`src/rtl/instr_fetch_pkg.sv`:
```
// instr_fetch_pkg: shared DLX fetch definitions.
//   - fetch FSM state encoding (IDLE / RUN / HALTED)
//   - PC increment per fetched word, instruction width, default reset PC
package instr_fetch_pkg;

  localparam int          INSTR_WIDTH  = 32;
  localparam int          PC_INCR      = 4;
  localparam logic [31:0] RESET_PC_DEF = 32'h0000_0000;

  typedef enum logic [1:0] {
    ST_IDLE   = 2'd0,
    ST_RUN    = 2'd1,
    ST_HALTED = 2'd2
  } fetch_state_e;

endpackage

```
`src/rtl/instr_fetch_if.sv`:
```
// instr_fetch_if: fetch-stage bus bundle.
//   ROM side : rom_rd_ena / rom_address (to ROM), rom_data (from ROM,
//              valid one cycle after a read)
//   IF/ID    : instr / instr_pc / instr_valid (to the IF/ID register)
//   master = fetch stage, slave = ROM + IF/ID consumer.
interface instr_fetch_if #(
  parameter int PC_WIDTH       = 32,
  parameter int ROM_ADDR_WIDTH = 10,
  parameter int DATA_WIDTH     = 32
);
  logic                      rom_rd_ena;
  logic [ROM_ADDR_WIDTH-1:0] rom_address;
  logic [DATA_WIDTH-1:0]     rom_data;
  logic [DATA_WIDTH-1:0]     instr;
  logic [PC_WIDTH-1:0]       instr_pc;
  logic                      instr_valid;

  modport master (
    output rom_rd_ena, rom_address, instr, instr_pc, instr_valid,
    input  rom_data
  );

  modport slave (
    input  rom_rd_ena, rom_address, instr, instr_pc, instr_valid,
    output rom_data
  );
endinterface

```
`src/rtl/instr_fetch.sv`:
```
// instr_fetch: DLX fetch stage.
//   Owns the program counter, drives the 1-cycle registered instruction ROM
//   and tags each returned word with its byte PC and a valid bit.
// Ports:
//   clk, rst_n            clock, async active-low reset
//   start                 pulse: IDLE -> RUN
//   halt                  pulse from decode: RUN -> HALTED (exit by reset only)
//   stall                 freeze fetch (ROM read suppressed so data holds)
//   branch_taken/target   redirect from EX (target low two bits ignored)
//   halted                high in HALTED
//   bus (master)          ROM address/read/data + instr/instr_pc/instr_valid
// Event priority in RUN: halt > branch_taken > stall.
module instr_fetch
  import instr_fetch_pkg::*;
#(
  parameter int                  PC_WIDTH       = 32,
  parameter int                  ROM_ADDR_WIDTH = 10,
  parameter int                  DATA_WIDTH     = INSTR_WIDTH,
  parameter logic [PC_WIDTH-1:0] RESET_PC       = PC_WIDTH'(RESET_PC_DEF)
) (
  input  logic                clk,
  input  logic                rst_n,
  input  logic                start,
  input  logic                halt,
  input  logic                stall,
  input  logic                branch_taken,
  input  logic [PC_WIDTH-1:0] branch_target,
  output logic                halted,
  instr_fetch_if.master       bus
);

  fetch_state_e        state_q, state_d;
  logic [PC_WIDTH-1:0] fetch_pc, out_pc;
  logic                out_valid;

  // per-cycle datapath controls decoded from state + events
  logic advance;   // read ROM at fetch_pc and step the PC
  logic redirect;  // load fetch_pc from branch target
  logic kill;      // clear out_valid at the edge

  // ---------------- FSM: state register ----------------
  always_ff @(posedge clk or negedge rst_n) begin
    if (!rst_n) state_q <= ST_IDLE;
    else        state_q <= state_d;
  end

  // ---------------- FSM: next state ----------------
  always_comb begin
    state_d = state_q;
    case (state_q)
      ST_IDLE:   if (start) state_d = ST_RUN;
      ST_RUN:    if (halt)  state_d = ST_HALTED;
      ST_HALTED: state_d = ST_HALTED;
      default:   state_d = ST_IDLE;
    endcase
  end

  // ---------------- FSM: outputs / controls ----------------
  always_comb begin
    advance  = 1'b0;
    redirect = 1'b0;
    kill     = 1'b0;
    if (state_q == ST_RUN) begin
      if (halt) begin
        kill = 1'b1;
      end else if (branch_taken) begin
        // the wrong-path word already in IF/ID is squashed by decode
        redirect = 1'b1;
        kill     = 1'b1;
      end else if (!stall) begin
        advance = 1'b1;
      end
    end
  end

  // ---------------- PC / tag registers ----------------
  always_ff @(posedge clk or negedge rst_n) begin
    if (!rst_n) begin
      fetch_pc  <= RESET_PC;
      out_pc    <= RESET_PC;
      out_valid <= 1'b0;
    end else begin
      if (redirect) begin
        fetch_pc <= branch_target & ~PC_WIDTH'(3);
      end else if (advance) begin
        out_pc   <= fetch_pc;
        fetch_pc <= fetch_pc + PC_WIDTH'(PC_INCR); // wraps mod 2^PC_WIDTH
      end
      if (kill)         out_valid <= 1'b0;
      else if (advance) out_valid <= 1'b1;
    end
  end

  // ROM read only when the fetch actually advances; with rd_ena low the ROM
  // holds its output, which keeps instr stable through a stall.
  assign bus.rom_rd_ena  = advance;
  // word index; truncation wraps within the ROM by design
  assign bus.rom_address = fetch_pc[ROM_ADDR_WIDTH+1:2];

  assign bus.instr       = bus.rom_data;
  assign bus.instr_pc    = out_pc;
  assign bus.instr_valid = out_valid;
  assign halted          = (state_q == ST_HALTED);

endmodule

```
`src/flat_wrapper.sv`:
```
// flat-port wrapper written by rule: the top's interface ports become plain ports
module instr_fetch_flat import instr_fetch_pkg::*;
#(
  parameter int                  PC_WIDTH       = 32,
  parameter int                  ROM_ADDR_WIDTH = 10,
  parameter int                  DATA_WIDTH     = INSTR_WIDTH,
  parameter logic [PC_WIDTH-1:0] RESET_PC       = PC_WIDTH'(RESET_PC_DEF)
)
  (clk, rst_n, start, halt, stall, branch_taken, branch_target, halted, bus_rom_rd_ena, bus_rom_address, bus_instr, bus_instr_pc, bus_instr_valid, bus_rom_data);
  instr_fetch_if #(.PC_WIDTH(PC_WIDTH), .ROM_ADDR_WIDTH(ROM_ADDR_WIDTH), .DATA_WIDTH(DATA_WIDTH)) bus_i ();
  input  logic clk;
  input  logic rst_n;
  input  logic start;
  input  logic halt;
  input  logic stall;
  input  logic branch_taken;
  input  logic [PC_WIDTH-1:0] branch_target;
  output logic halted;
  output wire logic [$bits(bus_i.rom_rd_ena)-1:0] bus_rom_rd_ena;
  output wire logic [$bits(bus_i.rom_address)-1:0] bus_rom_address;
  output wire logic [$bits(bus_i.instr)-1:0] bus_instr;
  output wire logic [$bits(bus_i.instr_pc)-1:0] bus_instr_pc;
  output wire logic [$bits(bus_i.instr_valid)-1:0] bus_instr_valid;
  input wire logic [$bits(bus_i.rom_data)-1:0] bus_rom_data;
  assign bus_rom_rd_ena = bus_i.rom_rd_ena;
  assign bus_rom_address = bus_i.rom_address;
  assign bus_instr = bus_i.instr;
  assign bus_instr_pc = bus_i.instr_pc;
  assign bus_instr_valid = bus_i.instr_valid;
  assign bus_i.rom_data = bus_rom_data;
  instr_fetch #(.PC_WIDTH(PC_WIDTH), .ROM_ADDR_WIDTH(ROM_ADDR_WIDTH), .DATA_WIDTH(DATA_WIDTH), .RESET_PC(RESET_PC)) u_core (.clk(clk), .rst_n(rst_n), .start(start), .halt(halt), .stall(stall), .branch_taken(branch_taken), .branch_target(branch_target), .halted(halted), .bus(bus_i));
endmodule
```
`config.mk`:
```
export PLATFORM = sky130hd
export DESIGN_NAME = instr_fetch_flat
export DESIGN_NICKNAME = d
export VERILOG_FILES = /design/src/rtl/instr_fetch_pkg.sv /design/src/rtl/instr_fetch_if.sv /design/src/rtl/instr_fetch.sv /design/src/flat_wrapper.sv
export SDC_FILE = /design/constraint.sdc
export NUM_CORES = 1
export LEC_CHECK = 0
export ABC_AREA = 1
export BUFFER_PORTS_ARGS = -buffer_cell sky130_fd_sc_hd__buf_4
export CAP_MARGIN = 20
export CELL_PAD_IN_SITES_DETAIL_PLACEMENT = 1
export CELL_PAD_IN_SITES_GLOBAL_PLACEMENT = 2
export CORE_MARGIN = 2
export CORE_UTILIZATION = 26
export CTS_CLUSTER_SIZE = 40
export DETAILED_ROUTE_END_ITERATION = 8
export PLACE_DENSITY_LB_ADDON = 0.1
export SKIP_CTS_REPAIR_TIMING = 1
export SLEW_MARGIN = 20
export SYNTH_ARGS = -nofsm -noshare
export SYNTH_HDL_FRONTEND = slang
export SYNTH_SLANG_ARGS = --single-unit
```
`constraint.sdc`:
```
create_clock -name clk -period 2.3 [get_ports clk]
set_input_delay 0.69 -clock clk [delete_from_list [all_inputs] [get_ports clk]]
set_output_delay 0.69 -clock clk [all_outputs]
set_load 0.03 [all_outputs]
```
==> flow_summary.json, run 1 <==
{
  "netlist_instances": 479,
  "highest_layer": "met4",
  "ant_nets": 0,
  "first_global_vias": 3458,
  "finalPower_mw": 5.543,
  "start_util_pct": 26.71,
  "gp_congestion": 0.7858,
  "firstDrtPassIters": 4,
  "hpwl_mm": 8.332,
  "die_w_um": 123.7,
  "ys_seq_area_share_pct": 42.35,
  "crit_type": "flip-flop to output port",
  "arrival_ns": 1.49,
  "cp_cell_sequence": "inv_2 > ha_2 > inv_2 > nor2_4 > nand2_4 > inv_2 > buf_4",
  "finalHoldViolCount": 0,
  "cts_tree": "done",
  "synth_top_area_share_pct": 42.35,
  "cts-root-buf": "clkbuf_16",
  "htree_levels": 3,
  "setup.worst_path.end_class": "output port",
  "met1_length_mm": 5.669,
  "drive_above_1_share_pct": 26.28,
  "clock.fmax_mhz": 458.5,
  "clkSinkCount": 63,
  "routedWlPerCell_um": 15.95,
  "instances_no_fill": 709,
  "p_per_area_nw_per_um2": 1224,
  "dp_cells": 689,
  "wl_met3_um": 538,
  "post-synth-top-count-cell": "nand2_1",
  "num_io_pins": 147,
  "synthFlopType": "dfrtp_1",
  "cap_violations": 0,
  "regArea_sq_um": 1577,
  "grt_max_degree": 32,
  "ys_warn_count": 0,
  "grt_pass1_wl_mm": 18.42,
  "crit_slowest_cell": "dfrtp_1",
  "yosys-top-cells-count": "nand2_1 (135), dfrtp_1 (63), nor2_1 (56)",
  "peakVddDrop_v": 0.0004129,
  "synth_async_sr_flop_share_pct": 100.0,
  "area_delta_synth_final_pct": 21.65,
  "critical_path.max_stage_delay_ns": 0.39,
  "core-area_sq_um": 13930,
  "path_delay_family": "flip-flops",
  "io_buffers": 78,
  "met2_length_mm": 4.924,
  "rsz0062_at_grt": "false",
  "status": "finished clean",
  "grtUsageTotal_pct": 15.92,
  "clk_pin_slew_ns": 0.05,
  "cp-start-kind": "flip-flop",
  "synth_seq_cells": 63,
  "die_y_um": 123.7,
  "drc": 0,
  "worstPathMaxFanout": 8,
  "cts_inserted_buffers": 9,
  "vias_per_cell": 4.547,
  "avgSynthCellArea_sq_um": 7.771,
  "synth_top_cell_by_area": "dfrtp_1",
  "n_fill_cell": 1673,
  "finalWirelength_mm": 11.31,
  "clk_path_buf_depth": 2,
  "finalCriticalPeriod_ns": 2.181,
  "finalClockSkew_ns": 0.003596,
  "finalMaxSlewViolations": 0,
  "synth_area_leaders": "dfrtp_1 (42%), nand2_1 (14%), buf_4 (9.1%)",
  "fp-row-count": 43,
  "nNetsFinal": 600,
  "vias": 3224,
  "synth_edf_count": 0,
  "synthDistinctLibCells": 33,
  "required_ns": 1.61,
  "drt_iter0_drc": 130,
  "syn_area_sq_um": 3722,
  "clock_latency_ns": 0.33,
  "die-area_sq_um": 15290,
  "timing.final.crit_share_pct": 94.83,
  "setup_viol": 0,
  "antenna_cells": 0,
  "antenna_found_initial": 0,
  "p_leak_nw": 2.144,
  "multi_input_area_sq_um": 1619,
  "hold_class": "input pin to async pin",
  "overflow": 0,
  "path_buf_inv": 4,
  "cp_common_cell": "inv_2"
}
metrics by stage:
stage	TNS, ns	utilization (%)	setup slack, ns	area, sq um	hold WS (ns)
final	0	32.50	0.1189	4528	0.2422
after global routing	0	32.50	0.02607	4528	0.2514
after CTS	-0.08205	32.12	-0.08205	4476	0.2430
after detailed placement	0	30.21	0.1666	4210	0.4709
after global placement	0	30.21	0.1851	4210	0.4698
after floorplan	0	-	0.2669	3726	0.3944
cell type report:
| class | count | area share [%] |
|---|---|---|
| multi-input combinational | 323 | 35.76 |
| sequential | 63 | 34.82 |
| timing repair buffer | 92 | 15.53 |
| clock buffer | 13 | 5.747 |
| tap | 180 | 4.974 |
| inverter | 37 | 3.067 |
| clock inverter | 1 | 0.1105 |
layer usage:
layer,vias to the layer above,track usage (%)
li1,1585,-
met1,1548,22.29
met2,69,24.28
met3,22,3.114
met4,0,5.966
met5,-,0
logic make-up after synthesis:
family	after synthesis	synth area share, %
AO/OA/AOI/OAI	63	11.39
XOR/XNOR	1	0.2353
flip-flops	63	42.35
buffers and inverters	94	14.45
adder cells (fa/ha/maj)	4	1.345
other	1	0.1007
AND/OR/NAND/NOR	253	30.12
cells in the final DEF, fill, tap and decap left out, types with 5 or more instances in the layout:
| master | synthesis | layout |
|---|---|---|
| nand3_1 | 34 | 34 |
| inv_2 | 5 | 6 |
| a21oi_1 | 8 | 8 |
| buf_4 | 45 | 91 |
| clkbuf_16 | 0 | 9 |
| inv_1 | 32 | 31 |
| dfrtp_1 | 63 | 63 |
| nand2_1 | 135 | 135 |
| o21ai_0 | 21 | 21 |
| nor2_1 | 56 | 56 |
| nor2_4 | 8 | 9 |
| o211ai_1 | 11 | 11 |
| a22oi_2 | 5 | 5 |
flip-flops by register name (all words and copies together), names as in the netlist:
register and flops:
u_core.bus.instr_pc 30, u_core.bus.instr_valid 1, u_core.state_q 2, u_core.fetch_pc 30
where the power goes:
group	internal, mW	switching (mW)
combinational	0.848	1.38
sequential	1.58	0.492
clock	0.774	0.474
worst paths after layout:
kind	from	to	slack, ns	cells past startpoint
max in group asynchronous	rst_n	u_core.bus.instr_pc[31]$_DFFE_PN0P_	1.54	2
hold reg to reg	u_core.bus.instr_pc[28]$_DFFE_PN0P_	u_core.bus.instr_pc[28]$_DFFE_PN0P_	0.48	2
min in group clk	u_core.bus.instr_pc[28]$_DFFE_PN0P_	u_core.bus.instr_pc[28]$_DFFE_PN0P_	0.48	2
setup / recovery	u_core.state_q[1]$_DFFE_PN0P_	bus_rom_rd_ena	0.12	7
hold / removal	rst_n	u_core.state_q[1]$_DFFE_PN0P_	0.24	1
setup reg to reg	u_core.state_q[1]$_DFFE_PN0P_	u_core.fetch_pc[11]$_DFFE_PN0P_	0.33	12
worst register-to-register path, delay by kind of cell (launching register included):
kind | cells | cell delay [ns]
AND/OR/NAND/NOR | 6 | 0.77
adder cells (fa/ha/maj) | 1 | 0.19
flip-flops | 1 | 0.39
AO/OA/AOI/OAI | 1 | 0.08
buffers and inverters | 4 | 0.44
(Power assumes the default switching activity.)
==> inputs of run 2 (changes only) <==
Settings changed: ABC_AREA 1 to 0, BUFFER_PORTS_ARGS -buffer_cell sky130_fd_sc_hd__buf_4 to unset, CORE_UTILIZATION 26 to 30, DONT_BUFFER_PORTS set to 1.
==> flow_summary.json, run 2 <==
{
  "status": "finished, violations left",
  "violations": "setup timing",
  "die-area_sq_um": 12290,
  "antenna_found_initial": 0,
  "synth_top_area_share_pct": 46.04,
  "netlist_instances": 391,
  "finalMaxSlewViolations": 0,
  "ys_warn_count": 0,
  "ys_seq_area_share_pct": 46.04,
  "clkSinkCount": 63,
  "finalInstanceArea_sq_um": 3769,
  "hold_class": "input pin to async pin",
  "die_w_um": 110.8,
  "path_buf_inv": 2,
  "post-synth-top-count-cell": "nand2_1",
  "synth_top_cell_by_area": "dfrtp_1",
  "finalClockSkew_ns": 0.005281,
  "timing.rr.start": "u_core.state_q[1]$_DFFE_PN0P_",
  "clock_latency_ns": 0.34,
  "start_util_pct": 30.38,
  "worstPathMaxFanout": 8,
  "critical_path.max_stage_delay_ns": 0.56,
  "cp-start-kind": "flip-flop",
  "vias": 2643,
  "clock.fmax_mhz": 424.0,
  "setup_viol": 1,
  "htree_levels": 3,
  "grt_max_degree": 64,
  "die_y_um": 110.8,
  "cts_inserted_buffers": 9,
  "instances_no_fill": 520,
  "grtUsageTotal_pct": 16.65,
  "finalCriticalPeriod_ns": 2.359,
  "place_area_sq_um": 3416,
  "num_io_pins": 147,
  "timing.final.crit_share_pct": 102.5,
  "clk_pin_slew_ns": 0.06,
  "cts_tree": "done",
  "whs_ns": 0.04418,
  "synth_async_sr_flop_share_pct": 100.0,
  "antenna_cells": 0,
  "finalWorstSetupSlack_ns": -0.05861,
  "regArea_sq_um": 1577,
  "r2r_setup_slack_ns": 0.12,
  "arrival_ns": 1.67,
  "synth_seq_cells": 63,
  "ant_nets": 0,
  "overflow": 0,
  "routedWlPerCell_um": 18.58,
  "multi_input_area_sq_um": 1415,
  "first_global_vias": 2833,
  "yosys-top-cells-count": "nand2_1 (110), dfrtp_1 (63), buf_4 (44)",
  "synthFlopType": "dfrtp_1",
  "cp_cell_sequence": "inv_2 > ha_4 > or4b_4 > clkinv_8",
  "rsz0062_at_grt": "true",
  "path_delay_family": "simple AND/OR/NAND/NOR gates",
  "synth_area_leaders": "dfrtp_1 (46%), nand2_1 (12%), buf_4 (9.6%)",
  "tightest_slew_ns": 0.5743,
  "grt_pass1_wl_mm": 15.95,
  "clk_path_buf_depth": 2,
  "fp-row-count": 39,
  "setup.worst_path.end_class": "output port",
  "area_delta_synth_final_pct": 10.05,
  "crit_slowest_cell": "or4b_4",
  "synthDistinctLibCells": 47,
  "drc": 0,
  "finalWirelength_mm": 9.661,
  "r2r_cells": 8,
  "hpwl_mm": 6.935,
  "avgSynthCellArea_sq_um": 8.758,
  "gp_congestion": 0.6977,
  "endpoint": "bus_rom_rd_ena",
  "regToRegEndpoint": "u_core.fetch_pc[26]$_DFFE_PN0P_",
  "firstDrtPassIters": 4,
  "dp_cells": 501,
  "required_ns": 1.61,
  "drive_above_1_share_pct": 15.38,
  "n_fill_cell": 1296,
  "layout_common_cells": "nand2_1 (110), dfrtp_1 (63), buf_4 (30)",
  "final_common_cell": "nand2_1",
  "startpoint": "u_core.state_q[1]$_DFFE_PN0P_",
  "cts-root-buf": "clkbuf_16",
  "slew_headroom_pct": 61.57,
  "synth_edf_count": 0,
  "finalHoldViolCount": 0,
  "setup_tns_ns": -0.05861,
  "p_leak_nw": 1.738,
  "io_buffers": 0,
  "drt_iter0_drc": 109,
  "peakVddDrop_v": 0.0004719,
  "core-area_sq_um": 11270,
  "syn_area_sq_um": 3425,
  "place_ws_ns": -0.03034,
  "p_per_area_nw_per_um2": 1416,
  "nNetsFinal": 446,
  "cap_violations": 0,
  "vias_per_cell": 5.083,
  "cp.depth": 4,
  "crit_type": "flip-flop to output port"
}
==> run 2: changes by cell type after synthesis, moves of 8 or more <==
cell     before  now
nor2_4        8    0
nand2_1     135  110
nor2_1       56   13
inv_1        32    7
nand3_1      34   22
==> run 2: power by group <==
part	leakage, nW	switching [mW]	internal, mW
combinational	0.777	0.791	0.530
sequential	0.806	0.974	1.62
clock	0.156	0.501	0.924
==> run 2: layout make-up <==
class | instances | share of cell area [%]
multi-input combinational | 259 | 37.55
clock inverter | 3 | 1.062
inverter | 8 | 1.129
clock buffer | 13 | 7.171
timing repair buffer | 31 | 6.507
sequential | 63 | 41.83
tap | 143 | 4.748
==> run 2: layer usage <==
metal	global-route usage [%]	vias to the layer above	part of all wire, %
li1	-	1237	-
met1	21.18	1320	45
met2	26.13	67	48
met3	5.194	19	4.9
met4	7.250	0	2.1
met5	0	-	0
==> run 2: cell families (layout without fill, tap and decap cells) <==
logic type / Yosys count / count (layout) / synth area share (%)
multiplexers: 2 / 2 / 0.5846
other: 1 / 2 / 0.1095
XOR/XNOR: 12 / 12 / 3.069
flip-flops: 63 / 63 / 46.04
AND/OR/NAND/NOR: 186 / 186 / 25.50
AO/OA/AOI/OAI: 53 / 53 / 10.12
buffers and inverters: 70 / 55 / 13.12
adder cells (fa/ha/maj): 4 / 4 / 1.462
==> run 2: how the worst min path moves through the flow <==
| stage | from | endpoint | cells after the start |
|---|---|---|---|
| 6_report | rst_n | u_core.bus.instr_pc[24]$_DFFE_PN0P_ | 0 |
| 4_1_cts | rst_n | u_core.fetch_pc[28]$_DFFE_PN0P_ | 0 |
| 3_3_place_gp | rst_n | u_core.bus.instr_pc[23]$_DFFE_PN0P_ | 0 |
| 5_1_grt | rst_n | u_core.bus.instr_pc[24]$_DFFE_PN0P_ | 0 |
| 2_1_floorplan | rst_n | u_core.bus.instr_pc[10]$_DFFE_PN0P_ | 0 |
| 3_5_place_dp | rst_n | u_core.bus.instr_pc[23]$_DFFE_PN0P_ | 0 |
==> run 2: per-stage QoR <==
step | utilization, % | total power [mW]
6_report | 33.43 | 5.336
5_1_grt | 33.43 | 5.702
4_1_cts | 33.06 | 5.412
3_5_place_dp | 30.30 | 3.953
3_3_place_gp | 30.30 | 3.902
2_1_floorplan | - | 3.657
==> inputs of run 3 (changes only) <==
Settings changed: CORE_UTILIZATION 30 to 35.
==> flow_summary.json, run 3 (same netlist as run 2, synthesis figures left out) <==
{
  "status": "finished, violations left",
  "violations": "setup timing",
  "p_per_area_nw_per_um2": 1312,
  "routedWlPerCell_um": 17.61,
  "path_buf_inv": 2,
  "start_util_pct": 35.53,
  "die_w_um": 102.9,
  "instances_no_fill": 508,
  "clkSinkCount": 63,
  "clk_path_buf_depth": 2,
  "regToRegEndpoint": "u_core.fetch_pc[31]$_DFFE_PN0P_",
  "drc": 0,
  "r2r_setup_slack_ns": 0.08,
  "firstDrtPassIters": 4,
  "clock_latency_ns": 0.35,
  "grt_pass1_wl_mm": 14.27,
  "finalMaxSlewViolations": 0,
  "required_ns": 1.61,
  "r2r_cells": 9,
  "antenna_found_initial": 0,
  "finalWorstSetupSlack_ns": -0.03043,
  "vias_per_cell": 5.144,
  "clock.fmax_mhz": 429.1,
  "dp_cells": 485,
  "gp_congestion": 0.7219,
  "die-area_sq_um": 10590,
  "die_y_um": 102.9,
  "final_common_cell": "nand2_1",
  "vias": 2613,
  "fp-row-count": 36,
  "timing.final.crit_share_pct": 101.3,
  "grtUsageTotal_pct": 17.93,
  "nNetsFinal": 446,
  "tightest_slew_ns": 0.5414,
  "hold_class": "input pin to async pin",
  "peakVddDrop_v": 0.0003544,
  "setup.worst_path.end_class": "output port",
  "htree_levels": 3,
  "n_fill_cell": 1154,
  "drt_iter0_drc": 38,
  "finalClockSkew_ns": 0.005972,
  "finalCriticalPeriod_ns": 2.330,
  "arrival_ns": 1.64,
  "startpoint": "u_core.state_q[1]$_DFFE_PN0P_",
  "cp_cell_sequence": "inv_2 > ha_4 > or4b_4 > clkinv_8",
  "crit_type": "flip-flop to output port",
  "grt_max_degree": 64,
  "worstPathMaxFanout": 6,
  "cts_inserted_buffers": 9,
  "finalHoldViolCount": 0,
  "setup_viol": 1,
  "path_delay_family": "simple AND/OR/NAND/NOR gates",
  "overflow": 0,
  "slew_headroom_pct": 63.82,
  "first_global_vias": 2698,
  "cts_tree": "done",
  "endpoint": "bus_rom_rd_ena",
  "cp-start-kind": "flip-flop",
  "layout_common_cells": "nand2_1 (110), dfrtp_1 (63), buf_4 (29)",
  "cts-root-buf": "clkbuf_8",
  "drive_above_1_share_pct": 15.47,
  "crit_slowest_cell": "or4b_4",
  "io_buffers": 0,
  "regArea_sq_um": 1577,
  "timing.rr.start": "u_core.state_q[1]$_DFFE_PN0P_",
  "p_leak_nw": 1.669,
  "core-area_sq_um": 9639,
  "finalWirelength_mm": 8.946,
  "whs_ns": 0.03324,
  "cp.depth": 4,
  "clk_pin_slew_ns": 0.07,
  "area_delta_synth_final_pct": 5.809,
  "rsz0062_at_grt": "true",
  "cap_violations": 0,
  "critical_path.max_stage_delay_ns": 0.54,
  "hpwl_mm": 6.232,
  "antenna_cells": 0,
  "ant_nets": 0,
  "num_io_pins": 147,
  "multi_input_area_sq_um": 1428
}
[run 3: stage by stage]
stage / setup WS [ns] / total power, mW / setup TNS [ns] / util [%] / area (sq um)
finish: -0.03043 / 4.754 / -0.03043 / 37.59 / 3623
global route: -0.1036 / 5.143 / -0.2155 / 37.59 / 3623
CTS: -0.2740 / 4.791 / -0.2740 / 36.54 / 3522
detailed placement: -0.02937 / 3.904 / -0.04279 / 34.84 / 3358
global placement: -0.01365 / 3.852 / -0.02250 / 34.84 / 3358
floorplan: -0.1374 / 3.657 / -0.1374 / - / 3453
[run 3: worst min path at each step]
| stage | from | end | slack, ns | cells past startpoint |
|---|---|---|---|---|
| final | rst_n | u_core.bus.instr_pc[7]$_DFFE_PN0P_ | 0.03 | 0 |
| after global routing | rst_n | u_core.bus.instr_pc[6]$_DFFE_PN0P_ | 0.01 | 0 |
| after CTS | rst_n | u_core.bus.instr_pc[31]$_DFFE_PN0P_ | 0.02 | 0 |
| after detailed placement | rst_n | u_core.bus.instr_pc[23]$_DFFE_PN0P_ | 0.40 | 0 |
| after global placement | rst_n | u_core.bus.instr_pc[23]$_DFFE_PN0P_ | 0.40 | 0 |
| after floorplan | rst_n | u_core.bus.instr_pc[10]$_DFFE_PN0P_ | 0.39 | 0 |
[run 3: worst register-to-register path, delay by kind of cell, from the launching register on]
kind / cells / cell delay, ns
and+or+nand+nor: 3 / 0.84
buffers and inverters: 3 / 0.47
DFF: 1 / 0.39
xor gates and xnor gates: 1 / 0.17
adders and majority gates: 1 / 0.14
AOI/OAI and AO/OA: 1 / 0.14
[run 3: area by class of cell]
cell class / instances / share of cell area, %
clock buffers: 13 / 4.385
repair buffers: 30 / 6.561
multi-input cells: 259 / 39.40
repair inverters: 1 / 0.2417
flip-flops and latches: 63 / 43.51
clock inverters: 1 / 0.1381
inverters: 8 / 1.174
well taps: 133 / 4.593
[run 3: report_power, final]
group | internal, mW | total [mW] | switching, mW
Clock | 0.438 | 0.866 | 0.429
Combinational | 0.537 | 1.31 | 0.768
Sequential | 1.61 | 2.58 | 0.970
[run 3: per-layer routing]
layer	part of all wire [%]	GRT usage [%]	vias to the layer above
li1	-	-	1232
met2	46	26.92	76
met1	46	24.24	1289
met5	0	0	-
met4	1.9	8.097	0
met3	6.2	4.746	16
